**src/rtl/present_crypt_iter_pkg.sv**
```systemverilog
// Shared PRESENT definitions: S-box tables, bit permutation, legal key widths and FSM encoding.
package present_crypt_iter_pkg;

    localparam int unsigned KEY_W_80  = 80;
    localparam int unsigned KEY_W_128 = 128;

    // Nibble i of each table holds S[i] / S^-1[i].
    localparam logic [63:0] SBOX_TBL     = 64'h21748FE3DA09B65C;
    localparam logic [63:0] INV_SBOX_TBL = 64'hA970364BD21C8FE5;

    localparam logic [2:0] StIdle = 3'd0;
    localparam logic [2:0] StRun  = 3'd1;
    localparam logic [2:0] StKeyx = 3'd2;
    localparam logic [2:0] StDec  = 3'd3;
    localparam logic [2:0] StDone = 3'd4;

    function automatic logic [3:0] sbox4(input logic [3:0] x);
        return SBOX_TBL[{x, 2'b00} +: 4];
    endfunction

    function automatic logic [3:0] inv_sbox4(input logic [3:0] x);
        return INV_SBOX_TBL[{x, 2'b00} +: 4];
    endfunction

    function automatic logic [63:0] s_layer(input logic [63:0] x);
        logic [63:0] y;
        for (int i = 0; i < 16; i++) y[4*i +: 4] = sbox4(x[4*i +: 4]);
        return y;
    endfunction

    function automatic logic [63:0] inv_s_layer(input logic [63:0] x);
        logic [63:0] y;
        for (int i = 0; i < 16; i++) y[4*i +: 4] = inv_sbox4(x[4*i +: 4]);
        return y;
    endfunction

    // Bit i moves to 16*i mod 63; bit 63 stays put.
    function automatic logic [63:0] p_layer(input logic [63:0] x);
        logic [63:0] y;
        y = '0;
        for (int i = 0; i < 63; i++) y[6'((16 * i) % 63)] = x[i];
        y[63] = x[63];
        return y;
    endfunction

    function automatic logic [63:0] inv_p_layer(input logic [63:0] x);
        logic [63:0] y;
        y = '0;
        for (int i = 0; i < 63; i++) y[i] = x[6'((16 * i) % 63)];
        y[63] = x[63];
        return y;
    endfunction

endpackage

```
**src/rtl/present_crypt_iter_if.sv**
```systemverilog
// Request/response handshake bundle between the block buffer, the engine and the output FIFO.
interface present_crypt_iter_if #(
    parameter int unsigned KEY_W = 80
);
    logic             in_valid;
    logic             in_ready;
    logic             in_dec;
    logic [KEY_W-1:0] in_key;
    logic [63:0]      in_data;
    logic             out_valid;
    logic             out_ready;
    logic [63:0]      out_data;
    logic             busy;

    modport master (
        output in_valid, in_dec, in_key, in_data, out_ready,
        input  in_ready, out_valid, out_data, busy
    );

    modport slave (
        input  in_valid, in_dec, in_key, in_data, out_ready,
        output in_ready, out_valid, out_data, busy
    );
endinterface

```
**src/rtl/present_crypt_iter_key_step.sv**
```systemverilog
// One PRESENT key-schedule step, forward (dir_i=0) or its exact inverse (dir_i=1).
module present_crypt_iter_key_step
    import present_crypt_iter_pkg::*;
#(
    parameter int unsigned KEY_W = 80
) (
    input  logic [KEY_W-1:0] key_i,
    input  logic [4:0]       cnt_i,
    input  logic             dir_i,
    output logic [KEY_W-1:0] key_o
);

    localparam int unsigned CNT_LSB = (KEY_W == KEY_W_128) ? 62 : 15;

    logic [KEY_W-1:0] fwd;
    logic [KEY_W-1:0] inv;

    always_comb begin
        fwd = {key_i[KEY_W-62:0], key_i[KEY_W-1 -: 61]};
        fwd[KEY_W-1 -: 4] = sbox4(fwd[KEY_W-1 -: 4]);
        if (KEY_W == KEY_W_128) fwd[KEY_W-5 -: 4] = sbox4(fwd[KEY_W-5 -: 4]);
        fwd[CNT_LSB +: 5] = fwd[CNT_LSB +: 5] ^ cnt_i;
    end

    always_comb begin
        inv = key_i;
        inv[CNT_LSB +: 5] = inv[CNT_LSB +: 5] ^ cnt_i;
        inv[KEY_W-1 -: 4] = inv_sbox4(inv[KEY_W-1 -: 4]);
        if (KEY_W == KEY_W_128) inv[KEY_W-5 -: 4] = inv_sbox4(inv[KEY_W-5 -: 4]);
        key_o = dir_i ? {inv[60:0], inv[KEY_W-1:61]} : fwd;
    end

endmodule

```
**src/rtl/present_crypt_iter.sv**
```systemverilog
// Iterative PRESENT encrypt/decrypt engine: one round per clock through a shared datapath.
module present_crypt_iter
    import present_crypt_iter_pkg::*;
#(
    parameter int unsigned KEY_W  = 80,
    parameter int unsigned ROUNDS = 31
) (
    input  logic                 clk,
    input  logic                 rst_n,
    present_crypt_iter_if.slave  bus
);

    if (!(KEY_W == KEY_W_80 || KEY_W == KEY_W_128)) begin : g_bad_key_w
        $error("KEY_W must be 80 or 128");
    end
    if (ROUNDS < 1 || ROUNDS > 31) begin : g_bad_rounds
        $error("ROUNDS must be in 1..31");
    end

    localparam logic [4:0] LAST_CNT = 5'(ROUNDS);

    logic [2:0]       state_q, state_d;
    logic [63:0]      st_q, st_d;
    logic [KEY_W-1:0] key_q, key_d;
    logic [4:0]       cnt_q, cnt_d;
    logic [63:0]      out_data_q, out_data_d;

    logic [KEY_W-1:0] key_nxt;
    logic [63:0]      key_top_nxt;
    logic [63:0]      round_enc;
    logic [63:0]      round_dec;

    present_crypt_iter_key_step #(
        .KEY_W (KEY_W)
    ) u_key_step (
        .key_i (key_q),
        .cnt_i (cnt_q),
        .dir_i (state_q == StDec),
        .key_o (key_nxt)
    );

    assign key_top_nxt = key_nxt[KEY_W-1 -: 64];
    assign round_enc   = p_layer(s_layer(st_q ^ key_q[KEY_W-1 -: 64]));
    assign round_dec   = inv_s_layer(inv_p_layer(st_q)) ^ key_top_nxt;

    always_comb begin
        state_d    = state_q;
        st_d       = st_q;
        key_d      = key_q;
        cnt_d      = cnt_q;
        out_data_d = out_data_q;
        case (state_q)
            StIdle: begin
                if (bus.in_valid) begin
                    st_d    = bus.in_data;
                    key_d   = bus.in_key;
                    cnt_d   = 5'd1;
                    state_d = bus.in_dec ? StKeyx : StRun;
                end
            end
            StRun: begin
                st_d  = round_enc;
                key_d = key_nxt;
                if (cnt_q == LAST_CNT) begin
                    out_data_d = round_enc ^ key_top_nxt;
                    state_d    = StDone;
                end else begin
                    cnt_d = cnt_q + 5'd1;
                end
            end
            StKeyx: begin
                // Roll the schedule forward to the final round key before peeling rounds off.
                key_d = key_nxt;
                if (cnt_q == LAST_CNT) begin
                    st_d    = st_q ^ key_top_nxt;
                    state_d = StDec;
                end else begin
                    cnt_d = cnt_q + 5'd1;
                end
            end
            StDec: begin
                key_d = key_nxt;
                st_d  = round_dec;
                if (cnt_q == 5'd1) begin
                    out_data_d = round_dec;
                    state_d    = StDone;
                end else begin
                    cnt_d = cnt_q - 5'd1;
                end
            end
            StDone: begin
                if (bus.out_ready) state_d = StIdle;
            end
            default: state_d = StIdle;
        endcase
    end

    always_ff @(posedge clk or negedge rst_n) begin
        if (!rst_n) begin
            state_q    <= StIdle;
            st_q       <= '0;
            key_q      <= '0;
            cnt_q      <= '0;
            out_data_q <= '0;
        end else begin
            state_q    <= state_d;
            st_q       <= st_d;
            key_q      <= key_d;
            cnt_q      <= cnt_d;
            out_data_q <= out_data_d;
        end
    end

    assign bus.in_ready  = (state_q == StIdle);
    assign bus.out_valid = (state_q == StDone);
    assign bus.busy      = (state_q != StIdle);
    assign bus.out_data  = out_data_q;

endmodule

```
**src/flat_wrapper.sv**
```systemverilog
// flat-port wrapper written by rule: the top's interface ports become plain ports
module present_crypt_iter_flat import present_crypt_iter_pkg::*;
#(
    parameter int unsigned KEY_W  = 80,
    parameter int unsigned ROUNDS = 31
)
  (clk, rst_n, bus_in_valid, bus_in_dec, bus_in_key, bus_in_data, bus_out_ready, bus_in_ready, bus_out_valid, bus_out_data, bus_busy);
  present_crypt_iter_if #(.KEY_W(KEY_W)) bus_i ();
  input  logic clk;
  input  logic rst_n;
  input wire logic [$bits(bus_i.in_valid)-1:0] bus_in_valid;
  input wire logic [$bits(bus_i.in_dec)-1:0] bus_in_dec;
  input wire logic [$bits(bus_i.in_key)-1:0] bus_in_key;
  input wire logic [$bits(bus_i.in_data)-1:0] bus_in_data;
  input wire logic [$bits(bus_i.out_ready)-1:0] bus_out_ready;
  output wire logic [$bits(bus_i.in_ready)-1:0] bus_in_ready;
  output wire logic [$bits(bus_i.out_valid)-1:0] bus_out_valid;
  output wire logic [$bits(bus_i.out_data)-1:0] bus_out_data;
  output wire logic [$bits(bus_i.busy)-1:0] bus_busy;
  assign bus_i.in_valid = bus_in_valid;
  assign bus_i.in_dec = bus_in_dec;
  assign bus_i.in_key = bus_in_key;
  assign bus_i.in_data = bus_in_data;
  assign bus_i.out_ready = bus_out_ready;
  assign bus_in_ready = bus_i.in_ready;
  assign bus_out_valid = bus_i.out_valid;
  assign bus_out_data = bus_i.out_data;
  assign bus_busy = bus_i.busy;
  present_crypt_iter #(.KEY_W(KEY_W), .ROUNDS(ROUNDS)) u_core (.clk(clk), .rst_n(rst_n), .bus(bus_i));
endmodule
```
**config.mk**
```make
export PLATFORM = sky130hd
export DESIGN_NAME = present_crypt_iter_flat
export DESIGN_NICKNAME = d
export VERILOG_FILES = /design/src/rtl/present_crypt_iter_pkg.sv /design/src/rtl/present_crypt_iter_if.sv /design/src/rtl/present_crypt_iter_key_step.sv /design/src/rtl/present_crypt_iter.sv /design/src/flat_wrapper.sv
export SDC_FILE = /design/constraint.sdc
export NUM_CORES = 1
export LEC_CHECK = 0
export BUFFER_PORTS_ARGS = -buffer_cell sky130_fd_sc_hd__clkbuf_2
export CAP_MARGIN = 20
export CORE_MARGIN = 2
export CORE_UTILIZATION = 55
export CTS_CLUSTER_SIZE = 16
export DETAILED_ROUTE_END_ITERATION = 16
export PLACE_DENSITY = 0.77
export SYNTH_ARGS = -nofsm -noshare
export SYNTH_HDL_FRONTEND = slang
export SYNTH_SLANG_ARGS = --single-unit
```
**constraint.sdc**
```tcl
create_clock -name clk -period 6 [get_ports clk]
set_input_delay 1.2 -clock clk [delete_from_list [all_inputs] [get_ports clk]]
set_output_delay 1.2 -clock clk [all_outputs]
set_load 0.005 [all_outputs]
```
## Yosys cells after proc, flatten, opt, wreduce, memory -nomap -nowiden

Index checks and enable logic that the tools add are counted.

- Bits in registers: 216
- Logic and storage cells: 75

- Add/subtract/negate cells: 2
- Equal/unequal tests: 13
- Shifts and indexed selects: 18
- Mux-type cells: 19
- Bitwise operators: 5
- Reduce and logical (&&, ||, !) cells: 13

Operator list:

| cell | count |
|---|---|
| indexed part select 64 x 7 -> 2 bit, first input constant | 15 |
| 2-to-1 mux 64 bit | 4 |
| case mux 64 bit (3 select lines) | 1 |
| indexed part select 64 x 7 -> 4 bit, first input constant | 3 |
| bitwise XOR 64 bit | 3 |
| 2-to-1 mux 80 bit | 2 |
| case mux 80 bit (2 select lines) | 1 |
| 2-to-1 mux 3 bit | 5 |
| 2-to-1 mux 5 bit | 3 |
| case mux 3 bit (5 select lines) | 1 |
| case mux 5 bit (3 select lines) | 1 |
| bitwise XOR 5 bit | 2 |
| != test 2 bit, second input constant | 4 |
| equality test 3 x 2 -> 1 bit, second input constant | 2 |
| != test 2 x 1 -> 1 bit, second input constant | 3 |
| AND reduction 3 bit | 2 |
| nonzero test 3 bit | 2 |
| adder 5 x 1 -> 5 bit, second input constant | 1 |
| equality test 5 x 1 -> 1 bit, second input constant | 1 |
| equality test 5 bit, second input constant | 1 |
| AND reduction 5 bit | 1 |
| subtractor 5 x 1 -> 5 bit, second input constant | 1 |
| AND reduction 4 bit | 1 |
| nonzero test 2 bit | 2 |
| 8 further kinds | 8 |

## Depth between registers and ports, before layout

Gate-level depths: netlist (run 1).

- Depth in word-level cells: 5
- Gate-level depth with buffers: 10

## By module

From an unflattened synthesis (run 1), not the netlist that was laid out.

- Cell total of the unflattened synthesis: 1519
- Area, all modules: 14073.5 um^2

Modules (own cells, without submodules):

| module | instances | cells each | area an instance (um^2) |
|---|---|---|---|
| present_crypt_iter | 1 | 1360 | 12648.4 |
| present_crypt_iter_key_step | 1 | 159 | 1425.1 |

## Least setup slack after synthesis (run 1)

No wires, ideal clock.

- Path type: register to output
- From: register u_core.state_q[2]
- To: output bus_busy
- Data arrival time: 1346 ps
- Data required time: 4800 ps
- Path slack: 3454 ps
- Stages on the path, launching flop included: 6
- Path buffers: 3
- Path through: dfrtp_1 > buf_2 > buf_2 > clkbuf_1 > nor3_1 > inv_1

- Longest elaborated chain between the ends: 1

Ends and longest elaborated chain:

| item | RTL line | RTL |
|---|---|---|
| start: declaration | present_crypt_iter.sv:22 | `logic [2:0] state_q, state_d;` |
| start signal: assignment | present_crypt_iter.sv:100 | `state_q <= StIdle;` |
| start signal: assignment | present_crypt_iter.sv:106 | `state_q <= state_d;` |
| nonzero test 3 bit | present_crypt_iter.sv:116 | `assign bus.busy = (state_q != StIdle);` |
| end: declaration | flat_wrapper.sv:19 | `output wire logic [$bits(bus_i.busy)-1:0] bus_busy;` |

No other way between the ends.

## Worst setup path after layout (run 1)

- From: register u_core.state_q[1]
- To: register u_core.out_data_q[10], in the netlist u_core.bus.out_data[10]

- Longest elaborated chain between the ends: 5
- Elaborated cells on any way between the ends: 10
- Those cells by class: eq/ne (4); mux (3); bitwise (1); reduce/logical (2)

Ends and longest elaborated chain:

| item | RTL line | RTL |
|---|---|---|
| equality test 3 x 2 -> 1 bit | present_crypt_iter.sv:38, present_crypt_iter.sv:52 |  |
| 2-to-1 mux 80 bit | present_crypt_iter_key_step.sv:30 | `key_o = dir_i ? {inv[60:0], inv[KEY_W-1:61]} : fwd;` |
| bitwise XOR 64 bit | present_crypt_iter.sv:65 | `out_data_d = round_enc ^ key_top_nxt;` |
| 2-to-1 mux 64 bit | present_crypt_iter.sv:64 | `if (cnt_q == LAST_CNT) begin` |
| 2-to-1 mux 64 bit | present_crypt_iter.sv:52 | `case (state_q)` |
| end signal: assignment | present_crypt_iter.sv:110 | `out_data_q <= out_data_d;` |
| end: declaration | present_crypt_iter.sv:26 | `logic [63:0] out_data_q, out_data_d;` |

Several ways; a longest one is shown, not always the timed one. The select of a mux whose other input is x is not followed.
A chain may end at the register's enable or synchronous reset.

==> results.md, run 1 <==
* Post-route clock skew at about 13 ps
* Clock root buffer: clkbuf_16
* Clk_lat worst skew at about 540 ps
* Slew at the pin with the worst max-slew slack at 1094 ps
* Count of cell types in the netlist at 75
* GRT overflow at 0
* Area occupied by multi-input gates at 8323 um2
* Initial antenna violation count at 0
* Layout Nets at 2,033
* Pre-antenna DRT Iters at 6
* Die H at approximately 170 um
* Syn Nets at around 1,900
* Starting Density at 55.90%
* Peak fanout along the critical path at 64
* DIE AREA at 27,800 um2
* Final ANT Viol Nets at 0
* Setup tns final at 0 ps
* Post-synth EDFFs at 0
* Seq/Total Area, Yosys at approximately 37%
* Maxcap violations at 0
* Ys Warns at 0
* Area share of fa/ha/maj cells after synthesis at 4.037%
* Routed WL at 50.95 mm
* Synthesis-to-layout area growth at 13.64%
* Via density at around 6.5
* Fin crit share at 61.72%
* Largest family of logic cells by synthesized area: compound AO/OA/AOI/OAI gates
* Syn_area_per_cell at roughly 8.6 um2
* Crit Path Category: reg -> reg
* Asr flop ratio synth at 100.0%
* Storage cell area at 5408 um2
* Post-synthesis register bit count at roughly 220
* Final Wtd Congestion at 0.9590
* IO buf count at 215
* Hold Path Class: reg -> reg
* Headroom to the max-slew limit at between 20% and 30%
* Worst reg2reg startpoint: u_core.state_q[1]
* CTS resizes at 0
* H-tree levels at 1
* Multiplexer share of the synthesized area at 8.709%
* Tot GR Track Use at 35.77%
* Core footprint at 26,060 um2
* Sinks on Clock Net at 216
* Most frequent cells in the layout: 214 x clkbuf_2, 214 x dfrtp_1, 197 x a21oi_1
* Setup crit start: u_core.state_q[1]
* Hpwl dp at 35.23 mm
* Register-to-Register Path Depth at 7
* CTS tree: done
* Share of post-route cells with drive strength above 1 at a little under a fifth
* Pin count of the biggest net entering global routing at 138
* Final setup fails at 0
* Xor/xnor share of the synthesized area at about 6.6%
* Status: complete, no violations
* First-pass GRT wire length at a little under 80 mm
* Reg-to-Reg End: u_core.bus.out_data[10]
* Row count at 59
* Final Slew Violations at 0
* Filler Cell Count at 2,236
* Worst Path Arrival at approximately 4200 ps
* Hold Buf Count CTS at 0
* Setup crit end kind: register
* Fmax at approximately 270 MHz
* Via count at between 10,000 and 15,000
* Vias in the first global route at between 10,000 and 15,000
* Mapped Area at roughly 15,000 um2
* Synth Area in Compound Gates at a little over a fifth
* Diode count at 0
* DRC errors left at 0
* Clk slew on worst S/H paths at 70 ps
* Total CTS buffers at 25
* R2R Setup Slk at ~2300 ps
* Crit path time final at 3703 ps
* Syn Inst Count at around 1,700
* Simple-gate area share of the yosys netlist at 15.80%
* IO Count at about 220
* DR iter-0 viols at around 1,800
* Critical Path RT at about 6500 ps
* Setup crit start kind: register
* Crit path capture: u_core.bus.out_data[10]
* Wire length per cell at 23.27 um
* Fin. Hold Viols at 0
* Clock Tree Buf Depth at 3
* Prevailing post-synth register cell: dfrtp_1
* Die X at roughly 170 um
* RSZ-0062 raised after global routing: no
* Postcts setup bufs at 0
==> kinds of logic (layout without fill, tap and decap cells) <==
group,after synthesis,after routing
compound gates,536,536
xor+xnor,107,107
fa+ha+maj,47,47
buf+inv,194,348
flops,216,216
mux,99,99
simple gates,501,501
==> per-layer routing <==
layer	track usage (%)	up-vias	wire length, um
met2	52.80	961	21910
li1	-	6292	-
met5	0	-	0
met3	8.840	191	6491
met1	49.68	6840	19800
met4	16.79	0	2751
==> critical path, stage by stage (launching register included) <==
cell and delay [ps]:
dfrtp_1 330, buf_4 390, and3b_2 1000, a22o_2 770, buf_4 620, nand2_1 120, or3_1 320, nand3_1 80
==> layout make-up <==
| class | count | area share, % |
|---|---|---|
| clock buffers | 26 | 3.802 |
| repair buffers | 235 | 7.709 |
| well taps | 335 | 2.532 |
| multi-input cells | 1290 | 50.28 |
| flip-flops and latches | 216 | 32.67 |
| clock inverters | 18 | 1.451 |
| inverters | 69 | 1.565 |
==> registers in the layout, summed over array words and instances, names as in the netlist <==
name and flops:
u_core.st_q 64, u_core.cnt_q 5, u_core.state_q 3, u_core.key_q 80, u_core.bus.out_data 64
==> through the flow <==
stage          setup slack [ps]  instances  cell area (um2)  util [%]  hold slack (ps)
4_1_cts                    2377       2187            16510     63.36            483.6
3_5_place_dp               2389       2143            15640     60.03            469.7
2_1_floorplan              3454       1700            14570         -            470.4
3_3_place_gp               2501       2143            15640     60.03            461.4
5_1_grt                    2145       2189            16550     63.53            511.1
6_report                   2297       2189            16550     63.53            476.6
==> cell usage after synthesis, types with 45 or more instances <==
cell type	number	area share, %
nand2_1	172	4.4
a21oi_1	197	6.8
inv_1	68	1.8
clkbuf_1	52	1.3
mux2i_1	60	4.1
nor3_1	45	1.5
buf_2	52	1.8
dfrtp_1	216	37
xnor2_1	59	3.5
o21ai_0	161	5.5
nor2_1	170	4.4
ha_1	47	4.0
==> worst min-delay path by stage <==
| stage | depth (start not counted) | to | startpoint | slack (ps) |
|---|---|---|---|---|
| after floorplan | 2 | u_core.key_q[0] | u_core.key_q[0] | 470 |
| after global placement | 2 | u_core.bus.out_data[24] | u_core.bus.out_data[24] | 460 |
| after detailed placement | 2 | u_core.bus.out_data[6] | u_core.bus.out_data[6] | 470 |
| after CTS | 2 | u_core.bus.out_data[6] | u_core.bus.out_data[6] | 480 |
| after global routing | 2 | u_core.bus.out_data[28] | u_core.bus.out_data[28] | 510 |
| final | 2 | u_core.bus.out_data[29] | u_core.bus.out_data[29] | 480 |
Power of run 1 is left out: the tool's default activity adds up to more than one toggle a clock period on the data nets, which glitch-free logic cannot reach.
==> inputs of run 2 (changes only) <==
Settings changed: ABC_AREA set to 1, CORE_UTILIZATION 55 to 53, PLACE_DENSITY 0.77 to 0.78.
Clock period 6 ns to 3 ns, I/O delays scaled along.
==> run 2 against run 1 <==
The run now ends with negative hold slack left. Synthesized area grew 2.1%. Maximum frequency grew 46%. Sequential share of layout area shrank 1.4 points. Global-route usage grew 0.67 points. Hold slack lost 480 ps. Via count grew 15%. Critical path depth is the same. Cell count grew 29%. Non-clock buffer count grew 26. Critical endpoint is now u_core.st_q[45].
==> results.md, run 2 <==
* Critical Path RT at approximately 3500 ps
* Crit path time final at 2528 ps
* Hold Buf Count CTS at 0
* Asr flop ratio synth at 100.0%
* Headroom to the max-slew limit at about 27%
* Fmax at 395.6 MHz
* Fin crit share at 84.27%
* Post-Layout Cell Count at approximately 2,800
* Starting Density at ~54%
* Failing checks: negative hold slack
* Syn_area_per_cell at roughly 6.7 um2
* Status: finished, violations left
* Maxcap violations at 0
* Diode count at 0
* DR iter-0 viols at slightly above 2,000
* WHS at -1.075 ps
* Max reg flops at 80
* Final Slew Violations at 0
* Sinks on Clock Net at 216
* Share of post-route cells with drive strength above 1 at 14.29%
* Via count at 16,390
* Row count at 61
* Total CTS buffers at 26
* Biggest register: u_core.key_q
* Clock Tree Buf Depth at 3
* Hpwl dp at 39.70 mm
* Die X at approximately 170 um
* Cell taking the most area after synthesis: dfrtp_1
* CTS resizes at 0
* Clk slew on worst S/H paths at around 60 ps
* Routed WL at approximately 54 mm
* Core footprint at 27,710 um2
* Filler Cell Count at 2,536
* IO Count at 216
* Mapped Area at 14,880 um2
* DIE AREA at between 20,000 and 30,000 um2
* Most frequent cells in the layout: 826 x nand2_1, 228 x nand3_1, 216 x dfrtp_1
* Top-count cell post-synth: nand2_1
* Clock root buffer: clkbuf_16
* Crit Path Category: reg -> reg
* Count of cell types in the netlist at 33
* Worst Path Arrival at 3010 ps
* Initial antenna violation count at 0
* Syn Inst Count at 2,237
* Placed instance count at 2,775
* Final ANT Viol Nets at 0
* Tot GR Track Use at a little over a third
* Setup tns final at 0 ps
* Post-synthesis register bit count at 216
* Top cell type's share of synthesized area at 36.33%
* Leading cell type in the layout, fill and taps excluded: nand2_1
* Setup crit end kind: register
* Layout Nets at approximately 2,600
* Via density at 5.811
* Syn Nets at 2,433
* Ys Warns at 0
* RSZ-0062 raised after global routing: no
* Slew at the pin with the worst max-slew slack at 1081 ps
* IO buf count at 215
* Postcts setup bufs at 0
* H-tree levels at 1
* Pin count of the biggest net entering global routing at 70
* Final setup fails at 0
* Pre-antenna DRT Iters at 6
* Top post-synthesis cells by area: dfrtp_1 36%, nand2_1 21%, nand3_1 7.7%
* Peak fanout along the critical path at 47
* Setup crit start kind: register
* CTS tree: done
* Clk_lat worst skew at 570 ps
* DRC errors left at 0
* Vias in the first global route at 15,060
* Seq/Total Area, Yosys at between 30% and 40%
* Prevailing post-synth register cell: dfrtp_1
* First-pass GRT wire length at about 82 mm
* Die H at 171.5 um
* Hold Path Class: in -> async
* Post-route clock skew at about 22 ps
* Most frequent cells after synthesis: 827 x nand2_1, 228 x nand3_1, 216 x dfrtp_1, 197 x inv_1, 163 x a21oi_1
* Wire length per cell at a little under 20 um
* Post-synth EDFFs at 0
* Final Wtd Congestion at 0.9667
* Fin. Hold Viols at 2
* Synthesis-to-layout area growth at 16.21%
* GRT overflow at 0
run 2: per-layer routing:
layer	global-route usage, %	share of wire [%]	vias up
li1	-	-	7581
met1	47.64	40	7613
met2	57.24	44	993
met3	5.960	9.9	200
met4	21.15	6.5	0
met5	0	0	-
run 2: final timing paths:
kind / cells past startpoint / end / slack [ps] / start
max in group asynchronous: 2 / u_core.bus.out_data[44] / 2260 / rst_n
min in group clk: 3 / u_core.key_q[65] / 270 / bus_in_key[65]
max reg2reg: 7 / u_core.st_q[45] / 470 / u_core.state_q[2]
min: 1 / u_core.bus.out_data[22] / -1 / rst_n
min reg2reg: 2 / u_core.bus.out_data[46] / 470 / u_core.bus.out_data[46]
max: 7 / u_core.st_q[45] / 470 / u_core.state_q[2]
run 2: final cells by class:
cell class	instances	area, um2	area share (%)
Sequential cell	216	5405	31.26
Tap cell	378	473.0	2.735
Clock buffer	39	769.5	4.450
Timing Repair Buffer	261	1556	9.002
Inverter	204	765.7	4.429
Clock inverter	6	57.56	0.3329
Multi-Input combinational cell	1716	8263	47.79
run 2: stage by stage:
stage	cell area, um2	hold slack [ps]	utilization, %	setup slack (ps)
5_1_grt	17290	27.28	62.41	409.7
3_5_place_dp	16460	462.6	59.42	520.5
3_3_place_gp	16460	457.4	59.42	641.8
4_1_cts	17290	4.702	62.41	487.6
6_report	17290	-1.075	62.41	471.9
2_1_floorplan	14880	304.4	-	1196
run 2: cell families after synthesis:
logic type      share of synthesized area [%]
simple gates                            33.63
compound gates                          14.39
buf+inv                                 8.284
flops                                   36.33
xor+xnor                                3.414
fa+ha+maj                               3.953
run 2: worst max-delay path: stages (launching register included):
cell and delay (ps):
dfrtp_1 470, nor2_1 290, nand2_1 120, buf_4 330, o21ai_0 740, or2_2 240, nand3_1 70, a21oi_1 180
Power of run 2 is left out for the same reason.
